**config.mk**
```make
export PLATFORM = sky130hd
export DESIGN_NAME = mem_wb_stage
export DESIGN_NICKNAME = d
export VERILOG_FILES = /design/src/rtl/mem_wb_stage.sv
export SDC_FILE = /design/constraint.sdc
export NUM_CORES = 1
export LEC_CHECK = 0
export ABC_AREA = 0
export ABC_CLOCK_PERIOD_IN_PS = 7300
export BUFFER_PORTS_ARGS = -buffer_cell sky130_fd_sc_hd__buf_4
export CAP_MARGIN = 25
export CELL_PAD_IN_SITES_DETAIL_PLACEMENT = 0
export CELL_PAD_IN_SITES_GLOBAL_PLACEMENT = 1
export CORE_UTILIZATION = 40
export CTS_CLUSTER_DIAMETER = 40
export DETAILED_ROUTE_END_ITERATION = 10
export PLACE_DENSITY = 0.87
export SETUP_SLACK_MARGIN = 0.5
export SYNTH_ARGS = -nofsm -noshare
export SYNTH_HDL_FRONTEND = slang
export SYNTH_SLANG_ARGS = --single-unit
```
**constraint.sdc**
```tcl
create_clock -name clk -period 7.3 [get_ports clk]
set_input_delay 2.19 -clock clk [delete_from_list [all_inputs] [get_ports clk]]
set_output_delay 2.19 -clock clk [all_outputs]
set_load 0.005 [all_outputs]
```
**src/rtl/mem_wb_stage.sv**
```systemverilog
// MEM/WB pipeline register: load byte-lane extraction, write-back source select,
// register-file write port and retired-instruction counter.
module mem_wb_stage #(
    parameter int XLEN = 32
) (
    input  logic            clk,
    input  logic            rst,
    input  logic            mem_valid,
    input  logic            mem_reg_write,
    input  logic [4:0]      mem_rd,
    input  logic [1:0]      mem_wb_sel,
    input  logic [2:0]      mem_funct3,
    input  logic [1:0]      mem_addr_lo,
    input  logic [XLEN-1:0] mem_alu_result,
    input  logic [XLEN-1:0] mem_load_data,
    input  logic [XLEN-1:0] mem_pc_plus4,
    input  logic            stall,
    input  logic            flush,
    output logic            wb_valid,
    output logic            wb_we,
    output logic [4:0]      wb_rd,
    output logic [XLEN-1:0] wb_wd,
    output logic [63:0]     instret
);

    logic [7:0]      ld_b;
    logic [15:0]     ld_h;
    logic [XLEN-1:0] ld_ext;
    logic [XLEN-1:0] wd_next;
    logic            we_next;
    logic            retire;
    logic [63:0]     instret_q;

    // Halfword lane ignores addr_lo[0]; misalignment is handled upstream.
    always_comb begin
        ld_b = mem_load_data[{mem_addr_lo, 3'b000} +: 8];
        ld_h = mem_load_data[{mem_addr_lo[1], 4'b0000} +: 16];
        case (mem_funct3)
            3'b000:  ld_ext = {{(XLEN-8){ld_b[7]}}, ld_b};
            3'b001:  ld_ext = {{(XLEN-16){ld_h[15]}}, ld_h};
            3'b100:  ld_ext = {{(XLEN-8){1'b0}}, ld_b};
            3'b101:  ld_ext = {{(XLEN-16){1'b0}}, ld_h};
            default: ld_ext = mem_load_data;
        endcase
    end

    always_comb begin
        case (mem_wb_sel)
            2'b01:   wd_next = ld_ext;
            2'b10:   wd_next = mem_pc_plus4;
            default: wd_next = mem_alu_result;
        endcase
    end

    // x0 writes are suppressed here so the register file never sees them.
    assign we_next = mem_valid & mem_reg_write & (mem_rd != 5'd0);
    assign retire  = ~flush & ~stall & mem_valid;

    always_ff @(posedge clk or posedge rst) begin
        if (rst) begin
            wb_valid <= 1'b0;
            wb_we    <= 1'b0;
            wb_rd    <= 5'd0;
            wb_wd    <= '0;
        end else if (flush) begin
            wb_valid <= 1'b0;
            wb_we    <= 1'b0;
            wb_rd    <= 5'd0;
            wb_wd    <= '0;
        end else if (!stall) begin
            wb_valid <= mem_valid;
            wb_we    <= we_next;
            wb_rd    <= mem_rd;
            wb_wd    <= wd_next;
        end
    end

    always_ff @(posedge clk or posedge rst) begin
        if (rst)
            instret_q <= 64'd0;
        else if (retire)
            instret_q <= instret_q + 64'd1;
    end

    assign instret = instret_q;

endmodule

```
==> flow_results.org, run 1 <==
** Power and ir drop
- Switching power total :: 0.382 mW
- Combinational logic is responsible for 17.6% of the overall power.
- Net switching fraction of the power :: between 20 and 30%
- Clock network power share :: between 30% and 40%
- Cell internal pwr :: between 0.9 and 1 mW
- Seq pwr share :: 46.1%
- For this design the ratio of total power to cell area is approximately 170 nW/um^2.
- Static Leakage :: slightly below 4 nW
- Maximum vdd ir drop :: approximately 0.14 mV

** CTS
- In this run, post-CTS repair resized a total of 0 instances.
- At the later pin of the worst-skew pair, clock insertion delay measures between 0.3 and 0.4 ns.
- Clock buffer count from CTS :: 9
- After clock tree synthesis, the clock-pin slew on the worst setup and hold paths is about 0.07 ns.
- Root buf cell :: sky130_fd_sc_hd__clkbuf_16
- The clock net in this run drives a total of between 100 and 150 sinks.
- Count of hold-fix buffers inserted at cts :: 0
- The clock tree synthesis step divided the H-tree into 3 levels.
- In this run the deepest clock path goes through 2 buffers.
- Once the clock tree was built, the setup fixing pass inserted 0 buffers.
- TritonCTS built the clock tree.

** Yosys
- Nets in the synthesized netlist :: 693
- Leading post-synthesis cells by cell area :: sky130_fd_sc_hd__dfrtp_1 45%, sky130_fd_sc_hd__xor2_1 5.5%, sky130_fd_sc_hd__xnor2_1 4.1%
- The synthesized netlist devotes less than 1% of its cell area to adder and majority cells.
- After synthesis, the largest area contributor takes up approximately 45% of total cell area.
- Synth Register Bits :: ~100
- In this run the cell area of the synthesized design comes to 5730 um^2.
- Post-synthesis async set-or-reset flop share :: 100%
- Synthesized netlist cell count :: around 580
- Synth warnings :: 0
- Netlist cell types :: 54
- Average cell area after synthesis :: 9.96 um^2
- In the synthesized netlist, mux cells make up just under 3% of the area.
- Cell type contributing the most total cell area after synthesis :: sky130_fd_sc_hd__dfrtp_1
- Compound-cell area share of the yosys netlist :: roughly 18%
- After Yosys synthesis, XOR and XNOR cells account for roughly 9.6% of the synthesized area.
- Number of enable flip-flop cells after synthesis :: 0
- After synthesis, the largest family of logic cells by area is simple AND/OR/NAND/NOR gates.
- Simple logic cell fraction of the synthesized area :: between 10% and 20%
- Sequential-to-total area share from yosys stat :: between 40% and 50%
- Most used flip-flop cell after synthesis :: sky130_fd_sc_hd__dfrtp_1

** Detailed routing
- Wirelength per Cell :: between 15 and 20 um
- For this block, the routed nets add up to roughly 18000 um of wire.
- Dividing the detail-routed via count by the number of cells gives 5.65.
- The detail route stage leaves a number of antenna-violating nets equal to 0.
- Before antenna repair, the detailed router went through 5 iterations.
- Number of design-rule violations left by the first detailed-router iteration :: approximately 300
- Residual DRC count :: 0
- The detailed router placed between 5k and 6k vias in this run.

** Setup path
- By startpoint and endpoint, the worst setup path is classified as input pin to flop.
- Of all nets on the critical path, the largest fanout is 33.
- Data required, critical path :: roughly 7.5 ns
- STA classifies the critical path startpoint as an input pin.
- Nature of the critical path endpoint :: flop
- Reg-to-reg setup timing slack :: around 5 ns
- Data arrival time of the critical path :: about 4.5 ns

** Final layout
- Final nets :: 888
- The filler cells instantiated in the layout total around 1.3k.
- Most common cell after layout, fill and taps aside :: sky130_fd_sc_hd__buf_4
- In the layout the commonest cells are 220 x sky130_fd_sc_hd__buf_4, 103 x sky130_fd_sc_hd__dfrtp_1, 38 x sky130_fd_sc_hd__a21oi_1.
- Leaving out filler cells and counting taps, the final layout contains around 960.
- Layout overhead on the synthesized area :: 35.5%
- Ant. Diodes :: 0
- Cells with a size suffix above 1 make up a little over a third of the layout.
- Once layout is complete, the utilization of the core stands at between 50% and 60%.

** Global routing
- GRT Resource Usage Total :: about a quarter
- The first global-routing pass estimated 27800 um of wire.
- Initial antenna violation count :: 0
- The number of global-route vias before repair was approximately 5.2k.
- Met2 Use GR :: 38.9%
- Sum of overflow across all layers after global routing :: 0
- Met3 usage in global routing :: between 4 and 5%
- For met1 alone, demand over resource in global routing was 31.7%.
- Entering global routing, the biggest net connects 71 pins.
- After global routing, the most crowded layer is met2.

** Die
- Chip width :: 122 um
- The floorplan step defined a core boundary enclosing between 10000 and 15000 um^2.
- From bottom edge to top edge, the die measures approximately 120 um.
- Placement Rows :: 43
- The die covers ~15000 um^2.
- The initial utilization of the core area, before any placement, comes to between 40% and 50%.
- During I/O placement, the number of pins put on the boundary was around 220.

** Flow run
- Max-cap check violation count :: 0

** Timing
- Setup total negative slack on the finished layout was measured at 0 ns.
- Final clock skew :: 0.0106 ns
- The worst pin sits at a relative slew slack of 30.2%.
- Hold violation count in the final report :: 0
- Worst hold slack :: approximately 0.48 ns
- After layout, the worst path uses between 50% and 60% of the clock period.
- Final critical-path required period :: 4.26 ns
- The number of slew-limit violations in the final report was 0.
- Setup repair after global routing missed its margin :: false
- Setup-failing EPs final :: 0
- Based on the critical path, the design can be clocked at up to 235 MHz.
- Transition time at the pin with the least slew margin :: about 1.0 ns

** Place
- The congestion estimate from routability-driven global placement came to between 0.8 and 0.9.
- HPWL Detailed :: around 13000 um
- Counting tap cells, the placed design contains a total of 937 instances.
- In this run the tool buffered the top-level ports with roughly 220 buffer cells.

** Status
- The flow ran to the end, and the final reports show no timing, DRC or antenna violations.

** Min path
- Worst min-delay path class :: flop to flop
==> registers in the layout (all words and copies together), names as in the netlist <==
| register | flops |
|---|---|
| wb_wd | 32 |
| wb_rd | 5 |
| wb_we | 1 |
| wb_valid | 1 |
| instret | 64 |
==> Yosys cell counts, drive strengths merged, types with 3 or more instances <==
cell	number
dfrtp	103
o22ai	32
xnor2	27
nand3	22
ha	3
and3	9
nand4	13
nor4	15
a21o	7
and2	3
a22oi	16
nor3	19
o211ai	8
and4	6
nor2	36
a32oi	7
o21ai	23
nor2b	6
nand2	36
buf	14
inv	21
clkbuf	24
a21oi	38
mux2i	12
a31o	7
nor4b	3
a221oi	7
o21a	7
xor2	36
==> per-layer routing <==
layer	part of all wire (%)	wire length [um]
met2	47	8650
met3	6.0	1090
met1	43	7800
met4	4.0	729
met5	0	0
==> path summary, 6_finish.rpt <==
kind,startpoint,end,cells past startpoint
max,mem_wb_sel[0],wb_wd[11],8
min,wb_wd[5],wb_wd[5],1
max reg2reg,instret[16],instret[62],5
min reg2reg,wb_wd[5],wb_wd[5],1
max in group asynchronous,rst,instret[57],3
min in group asynchronous,rst,instret[36],2
==> area by class of cell <==
class,instances,area (um^2),share of cell area (%)
flip-flops and latches,103,2580,33.2
well taps,180,225,2.90
clock buffers,10,239,3.08
clock inverters,6,62.6,0.805
multi-input cells,413,2890,37.2
inverters,22,85.1,1.10
repair buffers,222,1690,21.8
==> per-stage QoR <==
| stage | cell area, um^2 | total power, mW | setup WS (ns) |
|---|---|---|---|
| 2_1_floorplan | 5730 | 0.740 | 2.41 |
| 3_3_place_gp | 7410 | 0.864 | 2.81 |
| 3_5_place_dp | 7420 | 0.871 | 2.70 |
| 4_1_cts | 7730 | 1.36 | 3.09 |
| 5_1_grt | 7770 | 1.42 | 2.81 |
| 6_report | 7770 | 1.35 | 3.04 |
==> worst max-delay path, stage by stage <==
cell	delay, ns
sky130_fd_sc_hd__buf_4	0.08
sky130_fd_sc_hd__inv_1	0.03
sky130_fd_sc_hd__ha_1	0.27
sky130_fd_sc_hd__buf_4	0.24
sky130_fd_sc_hd__inv_1	0.79
sky130_fd_sc_hd__nand2_1	0.38
sky130_fd_sc_hd__a221oi_1	0.36
sky130_fd_sc_hd__o21ai_0	0.11
==> kinds of logic (layout without fill, tap and decap cells) <==
family	after synthesis	count (layout)
AO/OA/AOI/OAI	158	158
XOR/XNOR	63	63
adder cells (fa/ha/maj)	3	3
buffers and inverters	60	260
flip-flops	103	103
multiplexers	15	15
AND/OR/NAND/NOR	174	174
==> power by group through the flow <==
stage          registers [mW]  logic (mW)  clock network [mW]
6_report                0.624       0.238               0.490
5_1_grt                 0.629       0.259               0.528
4_1_cts                 0.624       0.237               0.500
3_5_place_dp            0.634       0.237                   0
3_3_place_gp            0.633       0.232                   0
2_1_floorplan           0.631       0.109                   0
Power figures use the tool's default switching activity.
==> run 2: changes to the inputs <==
ABC_CLOCK_PERIOD_IN_PS = 4200   (was 7300)
CORE_UTILIZATION = 37   (was 40)
PLACE_DENSITY = 0.81   (was 0.87)
clock period = 4.2 ns   (was 7.3 ns; I/O delays follow)
==> run 2 against run 1 <==
  * Final cell count grew 1.3%
  * First-iteration DRC count shrank 19%
  * Die area grew 8.0%
  * Clock skew shrank 0.0042 ns
  * Final area grew 0.47%
  * Total power grew 76%
  * Worst hold slack gained 0.00054 ns
  * Combinational power grew 76%
  * Worst setup slack lost 1.9 ns
  * Critical path depth shrank 2
  * Global-route usage shrank 1.7 points
  * Largest power group unchanged
==> flow_results.org, run 2 (same netlist as run 1, synthesis figures left out) <==
** Status
- The run finished with clean final reports.

** Setup path
- Endpoint of the most critical register-to-register path :: instret[57]
- Data required, critical path :: between 4 and 5 ns
- Cell type group with the largest total delay on the critical path :: simple AND/OR/NAND/NOR gates
- At the worst endpoint, the arrival time is approximately 3.3 ns.
- The number of buffers and inverters on the critical path is 1.
- STA classifies the critical path endpoint as a flop.
- Critical Path Slowest Stage Cell :: sky130_fd_sc_hd__or2_1
- Counting cells, the worst reg-to-reg path comes to 5.
- By startpoint and endpoint, the worst setup path is classified as input pin to flop.
- STA classifies the critical path startpoint as an input pin.
- Delay of the slowest cell on the worst path :: slightly above 0.6 ns
- The worst register-to-register path begins at instret[4].
- Crit path max fanout :: 28
- The critical path runs through a total of 6 cells.
- Traced cell by cell, the critical path runs through buf_4, and4bb_4, nand4_4, or2_1, nor4_2, xor2_1.
- Reg-to-reg setup timing slack :: 1.92 ns

** Power and ir drop
- Power per cell area :: approximately 300 nW/um^2
- Static Leakage :: 3.87 nW
- Total power :: 2.38 mW
- VDD sags by at most between 0.2 and 0.25 mV.

** Min path
- Hold Crit Start :: wb_wd[5]
- The path with the worst hold slack has its endpoint at wb_wd[5].
- Worst min-delay path class :: flop to flop
- Cell depth of the worst hold path :: 1

** Place
- Routability-driven placement finished with a final weighted congestion of 0.853.
- Prior to clock tree synthesis, the placed netlist has a worst setup slack of 0.748 ns.
- The placed instances occupy a cell area of 7500 um^2.
- HPWL Detailed :: between 10000 and 15000 um
- In this run, placement finished with an instance count of 952.
- Number of port buffers :: approximately 220

** Detailed routing
- The count of nets left with antenna violations once routing finished came out at 0.
- Number of optimization iterations in the first detailed-route pass :: 4
- Summing over every cut layer, the via total after detailed routing is 5301.
- For this block, the initial DRC count from the detailed router was 240.
- Residual DRC count :: 0
- Average via count per standard cell :: around 5.5
- Total length of routed wires :: 18000 um
- Wirelength per Cell :: 18.6 um

** CTS
- TritonCTS created 9 clock buffers.
- The number of gates resized after CTS was 0.
- TritonCTS clock tree :: built
- The longest clock path from root to sink contains 2 buffers.
- Clock transition at the registers of the reported paths :: 0.07 ns
- The tree is rooted in a sky130_fd_sc_hd__clkbuf_16.
- Post-CTS setup repair buffer count :: 0
- Clk_lat worst skew :: between 0.3 and 0.4 ns
- Count of hold-fix buffers inserted at cts :: 0
- Counting every sink on the clock net gives ~100.
- Number of levels in the clock H-tree :: 3

** Die
- Chip width :: roughly 130 um
- The die is ~130 um tall.
- The floorplan step defined a core boundary enclosing approximately 15000 um^2.
- Placement Rows :: between 40 and 50
- Effective utilization at floorplan :: 37.9%
- I/O pin total :: around 220
- DIE AREA :: roughly 16000 um^2

** Final layout
- Combined flip-flop and latch cell area :: roughly 2600 um^2
- Most common cell after layout, fill and taps aside :: sky130_fd_sc_hd__buf_4
- Filler cell count in the final layout :: around 1.4k
- Flip-flop count of the largest register, all copies and words added :: 64
- Final cell count without fillers :: 968
- Final nets :: around 890
- Ant. Diodes :: 0
- Share of layout cells above drive strength 1 :: between 30% and 40%
- Once layout is done, the placed cells without fillers occupy 7800 um^2.
- Layout overhead on the synthesized area :: 36.1%
- In the final layout, the multi-input gates occupy roughly 2900 um^2.
- Commonest cells after routing, fill and taps aside :: 225 x sky130_fd_sc_hd__buf_4, 103 x sky130_fd_sc_hd__dfrtp_1, 38 x sky130_fd_sc_hd__a21oi_1

** Global routing
- Entering global routing, the biggest net connects 104 pins.
- Sum of overflow across all layers after global routing :: 0
- Wire length of the first global-routing pass :: around 28000 um
- Vias in the first global route :: around 5.2k
- The number of antenna violations at the first check in global routing came to 0.
- GRT Resource Usage Total :: about 23%

** Timing
- Setup repair after global routing missed its margin :: false
- In the finished design, the share of the clock period the worst path needs comes to 72.6%.
- Final Slew Violations :: 0
- Adding up every negative setup slack in the final design gives 0 ns.
- Worst-case setup margin in the final layout :: about 1.2 ns
- Headroom to the max-slew limit came out at 29.3%.
- Setup-failing EPs final :: 0
- The final-report hold violation count came to 0.
- Transition time at the pin with the least slew margin :: roughly 1.1 ns
- Peak clock frequency supported by timing :: approximately 330 MHz
- The clock arrives with about 0.0065 ns of skew.
- The smallest clock period supported by the final layout is computed as a little over 3 ns.

** Flow run
- The tool flagged a number of max-cap violations equal to 0.
==> run 2: through the flow <==
stage / util (%) / hold WS [ns]
3_5_place_dp: 49.5 / 0.467
5_1_grt: 51.5 / 0.503
6_report: 51.5 / 0.486
3_3_place_gp: 49.5 / 0.466
2_1_floorplan: - / 0.465
4_1_cts: 51.5 / 0.490
==> run 2: area by class of cell <==
class | count | share of cell area (%)
clock buffers | 12 | 3.29
clock inverters | 4 | 0.657
inverters | 22 | 1.11
multi-input cells | 413 | 37.0
flip-flops and latches | 103 | 33.0
well taps | 188 | 3.01
repair buffers | 226 | 21.9
==> run 2: worst max-delay path by stage <==
stage	from	end	slack [ns]
3_3_place_gp	flush	instret[57]	0.86
2_1_floorplan	mem_wb_sel[0]	wb_wd[16]	1.42
5_1_grt	stall	wb_wd[27]	0.98
3_5_place_dp	flush	instret[57]	0.75
4_1_cts	flush	instret[57]	1.13
6_report	flush	instret[57]	1.15
==> run 2: power by group <==
part,internal [mW],leakage [nW],switching (mW)
Combinational,0.218,2.35,0.202
Sequential,1.04,1.38,0.0458
Clock,0.496,0.149,0.377
Total,1.75,3.87,0.625
==> run 2: routing by layer <==
metal | vias to the layer above | GRT usage, % | routed length, um
li1 | 2492 | - | -
met1 | 2600 | 29.2 | 7740
met2 | 167 | 36.8 | 8610
met3 | 42 | 5.10 | 1000
met4 | 0 | 10.6 | 647
met5 | - | 0 | 0
==> run 3: changes to the inputs <==
ABC_AREA = 1   (was 0)
ABC_CLOCK_PERIOD_IN_PS = 2600   (was 4200)
CORE_UTILIZATION = 32   (was 37)
PLACE_DENSITY = 0.77   (was 0.81)
clock period = 2.6 ns   (was 4.2 ns; I/O delays follow)
==> run 3 against run 2 <==
  * Sequential share of layout area down 4.8 points
  * Synthesized cell count is 77% higher
  * Largest cell class unchanged
  * Sequential power is 69% higher
  * Critical path type is now flop to flop
  * Register-to-register slack got worse by 1.2 ns
  * Total power is 72% higher
  * Global-route usage shrank 0.34 points
==> flow_results.org, run 3 <==
** Status
- The flow ran to the end, and the final reports show no timing, DRC or antenna violations.

** Flow run
- The tool flagged a number of max-cap violations equal to 0.

** CTS
- Clock buffer count from CTS :: 9
- Buffers inserted to repair hold after CTS numbered 0.
- Clk sinks :: about 100
- Number of levels in the clock H-tree :: 3
- Root buf cell :: sky130_fd_sc_hd__clkbuf_16
- TritonCTS clock tree :: built
- Buffer depth of the longest clock path :: 2
- Clock transition at the registers of the reported paths :: ~0.080 ns
- Once the clock tree was built, the setup fixing pass inserted 0 buffers.
- Clk_lat worst skew :: 0.37 ns
- Count of cells resized by post-cts repair :: 0

** Die
- DIE AREA :: about 22000 um^2
- Placement Rows :: 53
- Effective utilization at floorplan :: between 30% and 40%
- Measured along the y axis, the die boundary spans approximately 150 um.
- between 200 and 250 I/O pins were placed.
- Chip width :: between 100 and 150 um
- The floorplan step defined a core boundary enclosing 21000 um^2.

** Detailed routing
- The first routing iteration left roughly 330 violations.
- The count of nets left with antenna violations once routing finished came out at 0.
- Wirelength per Cell :: 15.7 um
- Wires add up to approximately 24000 um.
- In the routed layout, each cell is associated on average with a via count of approximately 4.6.
- Total number of vias :: 6959
- In the routed design, unresolved DRC markers number 0.
- Number of optimization iterations in the first detailed-route pass :: 5

** Setup path
- STA classifies the critical path endpoint as a flop.
- STA classifies the critical path startpoint as a flop.
- Origin of the worst setup path :: instret[1]
- Launch point of the worst reg-to-reg path :: instret[1]
- Data required, critical path :: approximately 2.9 ns
- Of all nets on the critical path, the largest fanout is 7.
- Data arrival time of the critical path :: approximately 2.1 ns
- Worst Setup Path Type :: flop to flop

** Yosys
- Cell type contributing the most total cell area after synthesis :: sky130_fd_sc_hd__dfrtp_1
- Synth Register Bits :: 103
- In the synthesized netlist, the cells that appear most often are 373 x sky130_fd_sc_hd__nand2_1, 205 x sky130_fd_sc_hd__nor2_1, 103 x sky130_fd_sc_hd__dfrtp_1, 70 x sky130_fd_sc_hd__inv_1, 51 x sky130_fd_sc_hd__a21oi_1.
- The most used flip-flop cell after synthesis is sky130_fd_sc_hd__dfrtp_1.
- The mapped netlist covers between 6000 and 7000 um^2.
- Counting flops with a built-in enable in the synthesized netlist gives 0.
- Sequential elements use approximately 38% of the synthesized area.
- The most common cell in the synthesized netlist is sky130_fd_sc_hd__nand2_1.
- Synthesis instantiated 42 different standard cells from the library.
- The average instance in the mapped netlist occupies about 6.7 um^2.
- Summed over its instances, the top area cell type makes up approximately 38% of the synthesized netlist area.
- Leading post-synthesis cells by cell area :: sky130_fd_sc_hd__dfrtp_1 38%, sky130_fd_sc_hd__nand2_1 20%, sky130_fd_sc_hd__nor2_1 11%
- Counting flops with an async set or reset pin after synthesis yields a share of 100%.
- During synthesis, Yosys emitted a total of 0 warnings.
- Nets in the synthesized netlist :: between 1k and 1.5k
- Synthesized netlist cell count :: around 1k

** Min path
- Hold Crit Start :: wb_wd[30]
- The min-delay analysis places its worst path in the category flop to flop.

** Final layout
- In the layout the commonest cells are 373 x sky130_fd_sc_hd__nand2_1, 226 x sky130_fd_sc_hd__buf_4, 204 x sky130_fd_sc_hd__nor2_1.
- Most common cell after layout, fill and taps aside :: sky130_fd_sc_hd__nand2_1
- Ant. Diodes :: 0
- The register with the most flip-flops in the layout has 64 of them.
- Final nets :: around 1.3k
- Summing all multi-input logic gate instances after layout gives 3860 um^2.
- Share of layout cells above drive strength 1 :: between 20% and 30%
- The filler cells instantiated in the layout total ~2.2k.
- Layout overhead on the synthesized area :: 33.3%
- The sequential cells in the finished layout cover a total of 2580 um^2.

** Global routing
- Maximum number of pins on one net before global-route repair :: 104
- Vias in the first global route :: just under 7k
- After global routing the overflow that remains totals 0.
- The first global-routing pass estimated about 38000 um of wire.
- The number of antenna violations at the first check in global routing was 0.
- For this run, the total global-route usage over all layers was measured as about 22%.

** Place
- At the end of routability-driven placement, the weighted congestion stood at between 0.9 and 1.
- Once detailed placement completed, the half-perimeter wirelength came to between 15000 and 20000 um.
- At the placement stage, the worst setup path has a slack of between 0.3 and 0.4 ns.
- Number of port buffers :: 216

** Power and ir drop
- Net switching is about a third of the power.
- Power spread over the standard cell area amounts to around 450 nW/um^2.
- In this run, the combinational gates consume approximately 20% of the power.
- The internal power of the cells totals roughly 2.8 mW.
- Summed over all cells, the static leakage comes to around 4.8 nW.
- Sequential cells burn between 40% and 50% of the power.
- For this design the total switching power over the nets is about 1.3 mW.
- Maximum vdd ir drop :: around 0.24 mV
- Clock network power share :: between 30% and 40%

** Timing
- Transition time at the pin with the least slew margin :: between 0.6 and 0.7 ns
- Final TNS setup :: 0 ns
- Based on the critical path, the design can be clocked at up to approximately 540 MHz.
- Worst-case setup margin in the final layout :: 0.740 ns
- Setup violations remaining at the end of the flow were counted as 0.
- Final Slew Violations :: 0
- Final clock skew :: roughly 0.015 ns
- Worst relative slew slack :: about 57%
- The final-report hold violation count came to 0.
- Of the available clock period, the critical path in the final layout requires 71.5%.
- Setup repair after global routing missed its margin :: false
- Final critical-path required period :: about 1.9 ns
-- run 3: changes by cell type after synthesis, moves of 11 or more --
| cell | previous run | this run |
|---|---|---|
| sky130_fd_sc_hd__a22oi_1 | 16 | 0 |
| sky130_fd_sc_hd__nor4_2 | 13 | 0 |
| sky130_fd_sc_hd__mux2i_1 | 12 | 0 |
| sky130_fd_sc_hd__xor2_1 | 36 | 24 |
| sky130_fd_sc_hd__o22ai_1 | 32 | 0 |
| sky130_fd_sc_hd__xnor2_1 | 27 | 11 |
| sky130_fd_sc_hd__nand4_1 | 9 | 20 |
| sky130_fd_sc_hd__a21oi_1 | 38 | 51 |
| sky130_fd_sc_hd__nand2_1 | 35 | 373 |
| sky130_fd_sc_hd__o21ai_0 | 23 | 34 |
| sky130_fd_sc_hd__inv_1 | 21 | 70 |
| sky130_fd_sc_hd__nor2_1 | 35 | 205 |
-- run 3: cell families (layout without fill, tap and decap cells) --
family	after synthesis	count (layout)	synth area share [%]
AO/OA/AOI/OAI	96	96	7.26
XOR/XNOR	39	39	5.43
adder cells (fa/ha/maj)	3	3	0.549
buffers and inverters	104	319	5.90
flip-flops	103	103	37.7
AND/OR/NAND/NOR	674	674	43.2
-- run 3: power groups by stage --
stage          clock (mW)  combinational, mW  sequential (mW)
6_report             1.44              0.816             1.82
5_1_grt              1.56              0.914             1.84
2_1_floorplan           0              0.396             1.83
4_1_cts              1.49              0.829             1.82
3_3_place_gp            0              0.822             1.85
3_5_place_dp            0              0.827             1.85
-- run 3: path summary, 6_finish.rpt --
path,slack (ns),cells past startpoint,endpoint
min in group asynchronous,0.54,3,wb_rd[1]
hold / removal,0.49,2,wb_wd[30]
setup / recovery,0.74,9,instret[44]
max in group asynchronous,1.53,3,instret[53]
hold reg to reg,0.49,2,wb_wd[30]
setup reg to reg,0.74,9,instret[44]
-- run 3: layout make-up --
type	count	area share, %
multi-input cells	812	42.4
flip-flops and latches	103	28.3
repair buffers	228	19.0
well taps	275	3.77
inverters	75	3.13
clock buffers	9	2.47
clock inverters	7	0.947
-- run 3: stage by stage --
step | total power [mW] | instance area (um^2) | hold slack [ns] | instances | utilization (%)
4_1_cts | 4.14 | 9120 | 0.491 | 1509 | 43.4
6_report | 4.08 | 9120 | 0.487 | 1509 | 43.4
5_1_grt | 4.32 | 9120 | 0.507 | 1509 | 43.4
2_1_floorplan | 2.22 | 6850 | 0.465 | 1019 | -
3_3_place_gp | 2.68 | 8810 | 0.465 | 1493 | 41.9
3_5_place_dp | 2.68 | 8810 | 0.466 | 1493 | 41.9
-- run 3: layer usage --
| layer | share of wire, % | global-route usage (%) |
|---|---|---|
| met4 | 2.6 | 8.40 |
| met2 | 47 | 36.9 |
| met1 | 45 | 28.9 |
| met5 | 0 | 0 |
| met3 | 5.5 | 4.79 |
-- run 3: critical path, cell delays in order, from the launching register on --
cell and delay [ns]:
sky130_fd_sc_hd__dfrtp_1 0.45, sky130_fd_sc_hd__ha_1 0.24, sky130_fd_sc_hd__inv_1 0.10, sky130_fd_sc_hd__nor2_2 0.12, sky130_fd_sc_hd__nand2_2 0.11, sky130_fd_sc_hd__nor2_8 0.18, sky130_fd_sc_hd__nand3_4 0.12, sky130_fd_sc_hd__nor2_8 0.19
sky130_fd_sc_hd__nand2_2 0.08, sky130_fd_sc_hd__xnor2_2 0.14
